[config.mk]
export PLATFORM = sky130hd
export DESIGN_NAME = apb_master
export DESIGN_NICKNAME = d
export VERILOG_FILES = /design/src/rtl/apb_master_pkg.sv /design/src/rtl/apb_wait_timer.sv /design/src/rtl/apb_master.sv
export SDC_FILE = /design/constraint.sdc
export NUM_CORES = 1
export LEC_CHECK = 0
export CORE_MARGIN = 2
export CORE_UTILIZATION = 43
export CTS_BUF_LIST = sky130_fd_sc_hd__clkbuf_8 sky130_fd_sc_hd__clkbuf_16
export DETAILED_ROUTE_END_ITERATION = 16
export PLACE_DENSITY = 0.85
export SKIP_LAST_GASP = 1
export SLEW_MARGIN = 20
export SYNTH_ARGS = -nofsm -noshare
export SYNTH_HDL_FRONTEND = slang
export SYNTH_SLANG_ARGS = --single-unit
[constraint.sdc]
create_clock -name PCLK -period 3.47 [get_ports PCLK]
set_input_delay 0.694 -clock PCLK [delete_from_list [all_inputs] [get_ports PCLK]]
set_output_delay 0.694 -clock PCLK [all_outputs]
set_load 0.005 [all_outputs]
[src/rtl/apb_master_pkg.sv]
// Shared types and helpers for the single-channel APB master bridge.
package apb_master_pkg;

    localparam int unsigned DEFAULT_DATA_WIDTH = 32;

    typedef enum logic [1:0] {
        IDLE   = 2'd0,
        SETUP  = 2'd1,
        ACCESS = 2'd2,
        RESP   = 2'd3
    } apb_state_t;

    typedef struct packed {
        logic [DEFAULT_DATA_WIDTH-1:0] rdata;
        logic                          slverr;
        logic                          timeout;
    } apb_rsp_t;

    // Only the low address byte matters: it covers buses up to 2048 bits wide.
    function automatic logic is_aligned(input logic [7:0] addr_lo,
                                        input int unsigned data_width);
        logic [7:0] mask;
        mask = 8'((data_width / 8) - 1);
        return (addr_lo & mask) == 8'd0;
    endfunction

endpackage

[src/rtl/apb_wait_timer.sv]
// Counts consecutive PREADY-low ACCESS cycles; flags the cycle that exhausts the budget.
module apb_wait_timer #(
    parameter int unsigned TIMEOUT_CYCLES = 16
) (
    input  logic i_clk,
    input  logic i_rst,
    input  logic i_clear,
    input  logic i_en,
    output logic o_expired
);

    localparam int unsigned CW = (TIMEOUT_CYCLES > 0) ? $clog2(TIMEOUT_CYCLES + 1) : 1;

    generate
        if (TIMEOUT_CYCLES == 0) begin : g_bypass
            logic w_unused;
            assign w_unused  = ^{i_clk, i_rst, i_clear, i_en};
            assign o_expired = 1'b0;
        end else begin : g_count
            localparam logic [CW-1:0] LAST = CW'(TIMEOUT_CYCLES - 1);
            logic [CW-1:0] r_count;

            always_ff @(posedge i_clk) begin
                if (i_rst || i_clear) begin
                    r_count <= '0;
                end else if (i_en && (r_count != LAST)) begin
                    r_count <= r_count + CW'(1);
                end
            end

            // Expires while the last budgeted cycle is itself still waiting.
            assign o_expired = i_en && (r_count == LAST);
        end
    endgenerate

endmodule

[src/rtl/apb_master.sv]
// APB master bridge: one command at a time, SETUP/ACCESS sequencing, held response.
module apb_master
    import apb_master_pkg::*;
#(
    parameter int unsigned DATA_WIDTH     = DEFAULT_DATA_WIDTH,
    parameter int unsigned ADDR_WIDTH     = 32,
    parameter int unsigned TIMEOUT_CYCLES = 16
) (
    input  logic                  PCLK,
    input  logic                  PRESET,
    input  logic                  cmd_valid,
    output logic                  cmd_ready,
    input  logic                  cmd_write,
    input  logic [ADDR_WIDTH-1:0] cmd_addr,
    input  logic [DATA_WIDTH-1:0] cmd_wdata,
    output logic                  rsp_valid,
    input  logic                  rsp_ready,
    output logic [DATA_WIDTH-1:0] rsp_rdata,
    output logic                  rsp_slverr,
    output logic                  rsp_timeout,
    output logic [ADDR_WIDTH-1:0] PADDR,
    output logic                  PWRITE,
    output logic [DATA_WIDTH-1:0] PWDATA,
    output logic                  PSELx,
    output logic                  PENABLE,
    input  logic                  PREADY,
    input  logic [DATA_WIDTH-1:0] PRDATA,
    input  logic                  PSLVERR,
    output logic [1:0]            o_dbg_state
);

    localparam logic [1:0] S_IDLE   = 2'(IDLE);
    localparam logic [1:0] S_SETUP  = 2'(SETUP);
    localparam logic [1:0] S_ACCESS = 2'(ACCESS);
    localparam logic [1:0] S_RESP   = 2'(RESP);

    logic [1:0]            r_state;
    logic [ADDR_WIDTH-1:0] r_paddr;
    logic                  r_pwrite;
    logic [DATA_WIDTH-1:0] r_pwdata;
    logic [DATA_WIDTH-1:0] r_rdata;
    logic                  r_slverr;
    logic                  r_timeout;

    logic w_aligned;
    logic w_accept_apb;
    logic w_wait;
    logic w_expired;

    assign w_aligned    = is_aligned(cmd_addr[7:0], DATA_WIDTH);
    assign w_accept_apb = (r_state == S_IDLE) && cmd_valid && w_aligned;
    assign w_wait       = (r_state == S_ACCESS) && !PREADY;

    apb_wait_timer #(
        .TIMEOUT_CYCLES (TIMEOUT_CYCLES)
    ) u_wait_timer (
        .i_clk     (PCLK),
        .i_rst     (PRESET),
        .i_clear   (w_accept_apb),
        .i_en      (w_wait),
        .o_expired (w_expired)
    );

    // Handshakes: a command transfers on a cycle where cmd_valid && cmd_ready;
    // a response transfers on a cycle where rsp_valid && rsp_ready. Both ready/valid
    // outputs are pure decodes of the registered state.
    always_ff @(posedge PCLK) begin
        if (PRESET) begin
            r_state   <= S_IDLE;
            r_paddr   <= '0;
            r_pwrite  <= 1'b0;
            r_pwdata  <= '0;
            r_rdata   <= '0;
            r_slverr  <= 1'b0;
            r_timeout <= 1'b0;
        end else begin
            case (r_state)
                S_IDLE: begin
                    if (cmd_valid) begin
                        if (w_aligned) begin
                            r_paddr  <= cmd_addr;
                            r_pwrite <= cmd_write;
                            r_pwdata <= cmd_wdata;
                            r_state  <= S_SETUP;
                        end else begin
                            r_rdata   <= '0;
                            r_slverr  <= 1'b1;
                            r_timeout <= 1'b0;
                            r_state   <= S_RESP;
                        end
                    end
                end
                S_SETUP: begin
                    r_state <= S_ACCESS;
                end
                S_ACCESS: begin
                    if (PREADY) begin
                        r_rdata   <= (!r_pwrite && !PSLVERR) ? PRDATA : '0;
                        r_slverr  <= PSLVERR;
                        r_timeout <= 1'b0;
                        r_state   <= S_RESP;
                    end else if (w_expired) begin
                        r_rdata   <= '0;
                        r_slverr  <= 1'b1;
                        r_timeout <= 1'b1;
                        r_state   <= S_RESP;
                    end
                end
                S_RESP: begin
                    if (rsp_ready) begin
                        r_state <= S_IDLE;
                    end
                end
                default: begin
                    r_state <= S_IDLE;
                end
            endcase
        end
    end

    assign cmd_ready   = (r_state == S_IDLE);
    assign rsp_valid   = (r_state == S_RESP);
    assign PSELx       = (r_state == S_SETUP) || (r_state == S_ACCESS);
    assign PENABLE     = (r_state == S_ACCESS);
    assign PADDR       = r_paddr;
    assign PWRITE      = r_pwrite;
    assign PWDATA      = r_pwdata;
    assign rsp_rdata   = r_rdata;
    assign rsp_slverr  = r_slverr;
    assign rsp_timeout = r_timeout;
    assign o_dbg_state = r_state;

endmodule

After elaboration in Yosys (flattened, before gate mapping)
Index checks and enable logic that the tools add are counted.
Widths: inputs -> output; s select.
{"block": "classes", "add_sub_neg": 1, "n_eq_ne": 9, "n_mux": 21, "reduce_logical": 17}
{"cell": "$mux 32", "n": 5}
{"cell": "$pmux 32 s2", "n": 1}
{"cell": "$mux 2", "n": 5}
{"cell": "$logic_not 8->1", "n": 1}
{"cell": "$pmux 2 s4", "n": 1}
{"cell": "$mux 1", "n": 7}
{"cell": "$logic_and 1x1->1", "n": 6}
{"cell": "$reduce_and 3->1", "n": 2}
{"cell": "$add 5x1->5 const B", "n": 1}
{"cell": "$eq 5x4->1 const B", "n": 1}
{"cell": "$ne 5x4->1 const B", "n": 1}
{"cell": "$eq 2x2->1 const B", "n": 2}
{"cell": "$ne 2x2->1 const B", "n": 2}
{"cell": "$pmux 1 s2", "n": 2}
{"cell": "$reduce_and 4->1", "n": 1}
{"cell": "$logic_not 1->1", "n": 3}
{"cell": "$ne 3x1->1 const B", "n": 1}
{"cell": "$eq 2x1->1 const B", "n": 1}
{"cell": "$logic_not 2->1", "n": 1}
{"cell": "$logic_or 1x1->1", "n": 2}
{"cell": "$ne 2x1->1 const B", "n": 1}
{"cell": "$reduce_bool 2->1", "n": 1}
{"block": "word_totals", "regBits": 106, "elab_cells": 56}

Longest topological paths before layout
Gate-level depths: netlist of the first run.
{"block": "logic_depth", "ltp_word": 6, "ltp_mapped": 8}

Cells and area by module
A second synthesis of the first run with hierarchy kept.
{"block": "hier_totals", "hier_cells": 480, "hier_area_um2": 4219.0}
{"mod": "apb_master", "n_inst": 1, "cells_per_inst": 453, "area_each_um2": 3970.1, "seq_area_each_um2": 2021.9}
{"mod": "apb_wait_timer", "n_inst": 1, "cells_per_inst": 27, "area_each_um2": 249.0, "seq_area_each_um2": 100.1}

Worst setup path after synthesis of the first run
Ideal clock, no wire load.
{"block": "synth_timing", "kind": "register -> register", "start": "register u_wait_timer.g_count.r_count[0]", "end": "register r_slverr (netlist: rsp_slverr)", "t_arrival_ns": 1.735, "path_slack_ns": 1.614, "path_stages_with_launch": 8, "period_less_slack_ns": 1.856, "path_cell_list": "dfxtp_1 -> ha_1 -> and3_1 -> ha_1 -> nor3b_4 -> nor4_1 -> buf_4 -> mux2_2"}
{"block": "synth_via", "elab_chain_len": 4}
{"item": "from (decl)", "line_no": "apb_wait_timer.sv:21", "text": "logic [CW-1:0] r_count;"}
{"item": "from (signal assigned)", "line_no": "apb_wait_timer.sv:27", "text": "r_count <= r_count + CW'(1);"}
{"item": "$eq 5x4->1", "line_no": "apb_wait_timer.sv:32", "text": "assign o_expired = i_en && (r_count == LAST);"}
{"item": "$logic_and 1x1->1", "line_no": "apb_wait_timer.sv:32"}
{"item": "$ne 3x1->1 (no line)"}
{"item": "$reduce_and 4->1 (no line)"}
{"item": "to (signal assigned)", "line_no": "apb_master.sv:74", "text": "r_slverr <= 1'b0;"}
{"item": "to (signal assigned)", "line_no": "apb_master.sv:87", "text": "r_slverr <= 1'b1;"}
{"item": "to (signal assigned)", "line_no": "apb_master.sv:99", "text": "r_slverr <= PSLVERR;"}
{"item": "to (decl)", "line_no": "apb_master.sv:42", "text": "logic r_slverr;"}
Every way passes these cells.
A chain may end at the register's enable or synchronous reset.

Worst setup path after layout of the first run
{"block": "layout_timing", "start": "register r_state[1] (netlist: o_dbg_state[1])", "end": "output PSELx"}
{"block": "layout_via", "elab_chain_len": 2}
{"item": "from (decl)", "line_no": "apb_master.sv:37", "text": "logic [1:0] r_state;"}
{"item": "from (signal assigned)", "line_no": "apb_master.sv:69", "text": "r_state <= S_IDLE;"}
{"item": "from (signal assigned)", "line_no": "apb_master.sv:84", "text": "r_state <= S_SETUP;"}
{"item": "from (signal assigned)", "line_no": "apb_master.sv:89", "text": "r_state <= S_RESP;"}
{"item": "$eq 2x1->1 / $eq 2x2->1 (equally long branches)", "line_no": "apb_master.sv:123", "text": "assign PSELx = (r_state == S_SETUP) || (r_state == S_ACCESS);"}
{"item": "$logic_or 1x1->1 *", "line_no": "apb_master.sv:123"}
{"item": "to (decl)", "line_no": "apb_master.sv:24", "text": "output logic PSELx,"}
Mark *: on every way between the ends. The rest lies on a longest branch, timed or not.

==> metrics.txt, run 1 <==
status finished, final reports clean; clk sinks 106; clk buf depth 2; Synth Register Bits 106; Post-synth top flop dfxtp_1; final-report hold violation count 0; Rows 35; Die Span X 103 µm; Crit path required time 2.78 ns; minimum clock period after layout 2.39 ns; WL per Instance 14.6 µm; total CTS buffers 9; top cell type by total area after synthesis dfxtp_1; hold buffer count at cts 0; post-route setup slack 1.08 ns; n_diodes 0; layout net count 779; crit path cell chain inv_1 > ha_1 > clkdlybuf4s50_1; Final HPWL DP 8720 µm; endpoint class of the critical path output pin; CP max-delay cell clkdlybuf4s50_1; gr usage total 22.0%; register area 2120 µm²; root buf cell clkbuf_8; Max-slew headroom 50.4%; Mapped Nets 591; Min Hold Slack 0.442 ns; yosys warns 0; pin count of the biggest net entering global routing 64; worst-path fanout max 5; number of global-route vias before repair 3881; drt total wl 11700 µm; Worst VDD drop 0.000301 V; Die Ht 103 µm; Fmax achieved 418 MHz; DRT Pass-1 Iters 4; Place WS 0.831 ns; first-pass GRT wire length 18300 µm; synth unique cells 33; DRT antenna net count 0; final critical-path share of the clock period 69.0%; Critical Path AT 1.70 ns; GRT overflow 0; unrepaired setup endpoints after global routing no; maxcap violations 0; Slew @ Worst Pin 0.743 ns; power per cell area 457 nW/µm²; # H-tree levels 3; starting density of the core 44.8%; hold crit path type reg -> reg; most frequent cell after synthesis nand2_1; setup bufs post-CTS 0; Slew Viols, Final 0; Port Buf Inserts 207; synthesized cell area 4180 µm²; area delta synth->final 54.8%; Final Wtd Congestion 0.768; top cells by count, synth 128 x nand2_1, 106 x dfxtp_1, 66 x a21oi_1; # IOs 208; drt via density 4.89; Seq/Total Area, Yosys 50.7%; kind of critical path reg -> out; top cells by area, synth dfxtp_1 51%, nand2_1 11%, mux2i_1 8.1%, a21oi_1 7.9%, nand2b_1 5.4%; Starting DRT DRC Count 89; Worst Skew 0.0137 ns; Die ar. 10500 µm²; Mapped Cells 482; FILL cells 766; ys async rst share 0%; layout cells sized above 1 4.90%; post-cts sizing count 0; footprint of the multi-input gates 1860 µm²; CP bufs+invs 2; drc violations 0; Mean Syn Cell Area 8.68 µm²; initial antenna violation count 0; post-synth top area share 50.7%; Clock transition at path regs 0.11 ns; EDFF count, synth 0; core area 9330 µm²; Leakage 2.25 nW; startpoint types flip-flop; Crit path largest cell delay 0.51 ns; setup TNS 0 ns; crit-path leading delay family buffers and inverters; Setup-failing EPs final 0; clock latency on the worst-skew pair 0.36 ns; via count 3929; CTS tree done
state kept, by name, summed over array words and instances, names as in the netlist:
name / count
PADDR: 32
PWDATA: 32
PWRITE: 1
o_dbg_state: 2
rsp_rdata: 32
rsp_slverr: 1
rsp_timeout: 1
u_wait_timer.g_count.r_count: 5
cell families (layout without fill, tap and decap cells):
family | Yosys count | count (layout) | share of synthesized area, %
multiplexers | 35 | 35 | 8.41
adder cells (fa/ha/maj) | 6 | 6 | 1.79
flip-flops | 106 | 106 | 50.7
buffers and inverters | 42 | 234 | 5.20
XOR/XNOR | 1 | 1 | 0.209
AO/OA/AOI/OAI | 71 | 71 | 8.70
AND/OR/NAND/NOR | 221 | 221 | 24.9
cell type report:
type                       instances  share of cell area, %
inverter                           6                  0.348
clock inverter                     6                  0.773
sequential                       106                   32.8
multi-input combinational        334                   28.7
timing repair buffer             213                   33.0
clock buffer                       9                   1.91
tap                              129                   2.49
layout by cell type (no fill, tap or decap), types with 2 or more instances in the layout:
master           count
dfxtp_1            106
nand3_1             33
buf_12               2
clkbuf_8             9
ha_1                 6
or3b_2               2
nand2b_1            36
nand2_1            128
inv_6                2
buf_4                4
or3_1                2
a211oi_1             2
inv_1                6
o21ai_0              2
a21oi_1             66
clkdlybuf4s50_1    206
nor2_1               8
mux2i_1             34
where the power goes:
part | leakage [nW] | internal, mW | switching, mW | total (mW)
clock | 0.0880 | 0.268 | 0.429 | 0.697
combinational | 1.30 | 0.511 | 0.416 | 0.927
sequential | 0.857 | 1.29 | 0.0457 | 1.34
total | 2.25 | 2.07 | 0.890 | 2.96
metal layers:
metal,track usage [%],wire length [µm],share of wire (%)
met5,0,0,0
met4,7.69,241,2.1
met3,9.69,1370,12
met2,37.3,5500,47
met1,24.8,4640,39
tightest hold or removal path: cells and delay by family, from the launching register on:
kind / cells / cell delay (ns)
buf+inv: 1 / 0.05
flops: 1 / 0.33
simple gates: 1 / 0.03
path summary, 6_finish.rpt:
path | slack (ns) | startpoint | to | cells after the start
setup / recovery | 1.08 | o_dbg_state[1]$_SDFFE_PP0P_ | PSELx | 3
hold / removal | 0.44 | PADDR[0]$_SDFFE_PP0P_ | PADDR[0]$_SDFFE_PP0P_ | 2
setup reg to reg | 1.27 | u_wait_timer.g_count.r_count[0]$_SDFFE_PP0P_ | rsp_slverr$_SDFFE_PP0P_ | 7
hold reg to reg | 0.44 | PADDR[0]$_SDFFE_PP0P_ | PADDR[0]$_SDFFE_PP0P_ | 2
metrics by stage:
stage	cells	utilization (%)	area (µm²)	total power, mW
2_1_floorplan	482	-	4180	1.95
3_3_place_gp	788	67.5	6300	2.27
6_report	803	69.4	6470	2.96
4_1_cts	803	69.4	6470	2.99
3_5_place_dp	788	67.5	6300	2.30
5_1_grt	803	69.4	6470	3.11
Note: power is estimated with default switching activity, not from simulation.
==> inputs of run 2 (changes only) <==
--- a/config.mk
+++ b/config.mk
@@ -6,10 +6,10 @@
 export NUM_CORES = 1
 export LEC_CHECK = 0
 export CORE_MARGIN = 2
-export CORE_UTILIZATION = 43
+export CORE_UTILIZATION = 40
 export CTS_BUF_LIST = sky130_fd_sc_hd__clkbuf_8 sky130_fd_sc_hd__clkbuf_16
 export DETAILED_ROUTE_END_ITERATION = 16
-export PLACE_DENSITY = 0.85
+export PLACE_DENSITY = 0.8
 export SKIP_LAST_GASP = 1
 export SLEW_MARGIN = 20
 export SYNTH_ARGS = -nofsm -noshare
==> constraint.sdc (replaced) <==
create_clock -name PCLK -period 2.4 [get_ports PCLK]
set_input_delay 0.48 -clock PCLK [delete_from_list [all_inputs] [get_ports PCLK]]
set_output_delay 0.48 -clock PCLK [all_outputs]
set_load 0.005 [all_outputs]
==> metrics.txt, run 2 (synthesis results as in run 1) <==
Setup-failing EPs final 0 (unchanged); Slew Viols, Final 0 (unchanged); reg2reg path depth 8 (+1); drt total wl 11400 µm (-3.1%); Layout Cells excl Fill 817 (+1.7%); layout cells sized above 1 5.73% (+0.83 points); kind of critical path reg -> out; layout net count 785 (+0.77%); met3 routed WL 1010 µm (-26%); setup bufs post-CTS 0 (unchanged); WL met2 5470 µm (-0.55%); Crit path largest cell delay 0.59 ns (+0.08 ns); Max-slew headroom 76.0% (+26 points); first-pass GRT wire length 18500 µm (+1.5%); Final Wtd Congestion 0.757 (-1.5%); endpoint class of the critical path output pin; reg-to-reg slack, setup 0.41 ns (-0.86 ns); n_diodes 0 (unchanged); number of global-route vias before repair 3961 (+2.1%); most frequent cells in the layout 206 x clkdlybuf4s50_1, 128 x nand2_1, 106 x dfxtp_1; final-report hold violation count 0 (unchanged); Final HPWL DP 8390 µm (-3.8%); minimum clock period after layout 2.23 ns; Worst setup endpoint cmd_ready; drc violations 0 (unchanged); final total power 4.33 mW (+46%); hold crit path type reg -> reg; CP max-delay cell clkdlybuf4s50_1; reg2reg start u_wait_timer.g_count.r_count[0]$_SDFFE_PP0P_; CTS tree done; post-cts sizing count 0 (unchanged); crit path cell chain inv_1 > ha_1 > clkdlybuf4s50_1; Slew @ Worst Pin 0.361 ns (-0.382 ns); Port Buf Inserts 207 (unchanged); Post-Route M1 WL 4730 µm (+2.1%); initial antenna violation count 0 (unchanged); Die Ht 106 µm (+3.5%); Starting DRT DRC Count 181 (+100%); total CTS buffers 9 (unchanged); unrepaired setup endpoints after global routing no; Fmax achieved 448 MHz; clock latency on the worst-skew pair 0.37 ns (about the same); crit-path leading delay family buffers and inverters; critical path launch point o_dbg_state[1]$_SDFFE_PP0P_; Clock transition at path regs 0.09 ns (-0.02 ns); Worst Skew 0.00909 ns (-0.00456 ns); root buf cell clkbuf_8; gr usage total 20.3% (-1.7 points); core area 10200 µm² (+9.7%); CP bufs+invs 2 (unchanged); status finished, final reports clean; area delta synth->final 56.7%; power per cell area 661 nW/µm² (+44%); Rows 37 (+5.7%); WL per Instance 13.9 µm (-4.8%); P_int 3.05 mW (+48%); DRT antenna net count 0 (unchanged); setup TNS 0 ns (unchanged); worst r2r dst rsp_rdata[4]$_SDFFE_PP0P_; sw frac 29.5% (-0.60 points); GRT overflow 0 (unchanged); pin count of the biggest net entering global routing 39 (-39%); hold buffer count at cts 0 (unchanged); maxcap violations 0 (unchanged); Crit path required time 1.92 ns (-0.86 ns); FILL cells 849 (+11%); DR top layer met4; worst-path fanout max 6 (+1); clk sinks 106 (unchanged); Leakage 2.28 nW (+1.7%); Placed Cells 801 (+1.6%); footprint of the multi-input gates 1870 µm² (+0.61%); Layout Utilization 64.1% (-5.3 points); starting density of the core 40.9% (-4.0 points); # IOs 208 (unchanged); Flop pwr share 44.7% (-0.5 points); drt via density 4.82 (-1.6%); register area 2120 µm² (unchanged); Die Span X 106 µm (+3.5%); Critical Path AT 1.75 ns (+0.05 ns); final critical-path share of the clock period 93.0%; Logic pwr share 32.0% (+0.7 points); clock power share 23.4% (about the same); DRT Pass-1 Iters 4 (unchanged); clk buf depth 2 (unchanged); Psw 1.28 mW (+43%); via count 3935 (+0.15%); startpoint types flip-flop; # H-tree levels 3 (unchanged); commonest non-fill, non-tap cell in the layout clkdlybuf4s50_1; Die ar. 11300 µm² (+7.2%); Worst VDD drop 0.000420 V (+39%); Worst path depth 3 (unchanged)
## run 2: cell types whose count changed in the layout (fill, tap and decap cells not counted), sizes merged
cell | before | now
buf | 7 | 13
clkinv | 2 | 1
clkinvlp | 1 | 2
clkbuf | 9 | 10
## run 2: worst min-delay path by stage
stage,from,to,cells past startpoint
global placement,PADDR[1]$_SDFFE_PP0P_,PADDR[1]$_SDFFE_PP0P_,2
global route,PADDR[0]$_SDFFE_PP0P_,PADDR[0]$_SDFFE_PP0P_,2
floorplan,PADDR[0]$_SDFFE_PP0P_,PADDR[0]$_SDFFE_PP0P_,2
finish,PADDR[0]$_SDFFE_PP0P_,PADDR[0]$_SDFFE_PP0P_,2
CTS,PADDR[1]$_SDFFE_PP0P_,PADDR[1]$_SDFFE_PP0P_,2
detailed placement,PADDR[0]$_SDFFE_PP0P_,PADDR[0]$_SDFFE_PP0P_,2
## run 2: power groups by stage
stage	Sequential (mW)	Clock, mW	Combinational (mW)
floorplan	1.97	0	0.843
global placement	1.97	0	1.37
detailed placement	1.98	0	1.39
CTS	1.94	1.04	1.40
global route	1.95	1.12	1.49
finish	1.93	1.01	1.38
## run 2: through the flow
stage / setup WS, ns / area [µm²] / hold WS (ns)
after global routing: 0.0855 / 6560 / 0.455
after CTS: 0.146 / 6560 / 0.438
after floorplan: 0.544 / 4180 / 0.425
after global placement: 0.248 / 6380 / 0.416
final: 0.169 / 6560 / 0.435
after detailed placement: 0.176 / 6380 / 0.423
## run 2: worst reg2reg max path: cells and delay by family (launching register included)
kind                     cells  cell delay, ns
buffers and inverters        2            0.36
AND/OR/NAND/NOR              3            0.58
adder cells (fa/ha/maj)      2            0.44
multiplexers                 1            0.14
flip-flops                   1            0.34
## run 2: area by class of cell
class / instances / share of cell area (%)
timing repair buffer: 219 / 33.5
sequential: 106 / 32.4
multi-input combinational: 334 / 28.5
tap: 136 / 2.60
clock buffer: 10 / 2.10
clock inverter: 6 / 0.630
inverter: 6 / 0.344
## run 2: routing by layer
metal	GRT usage (%)	up-vias
met4	5.36	0
met2	35.0	151
met5	0	-
met3	7.36	13
met1	23.7	1800
li1	-	1971
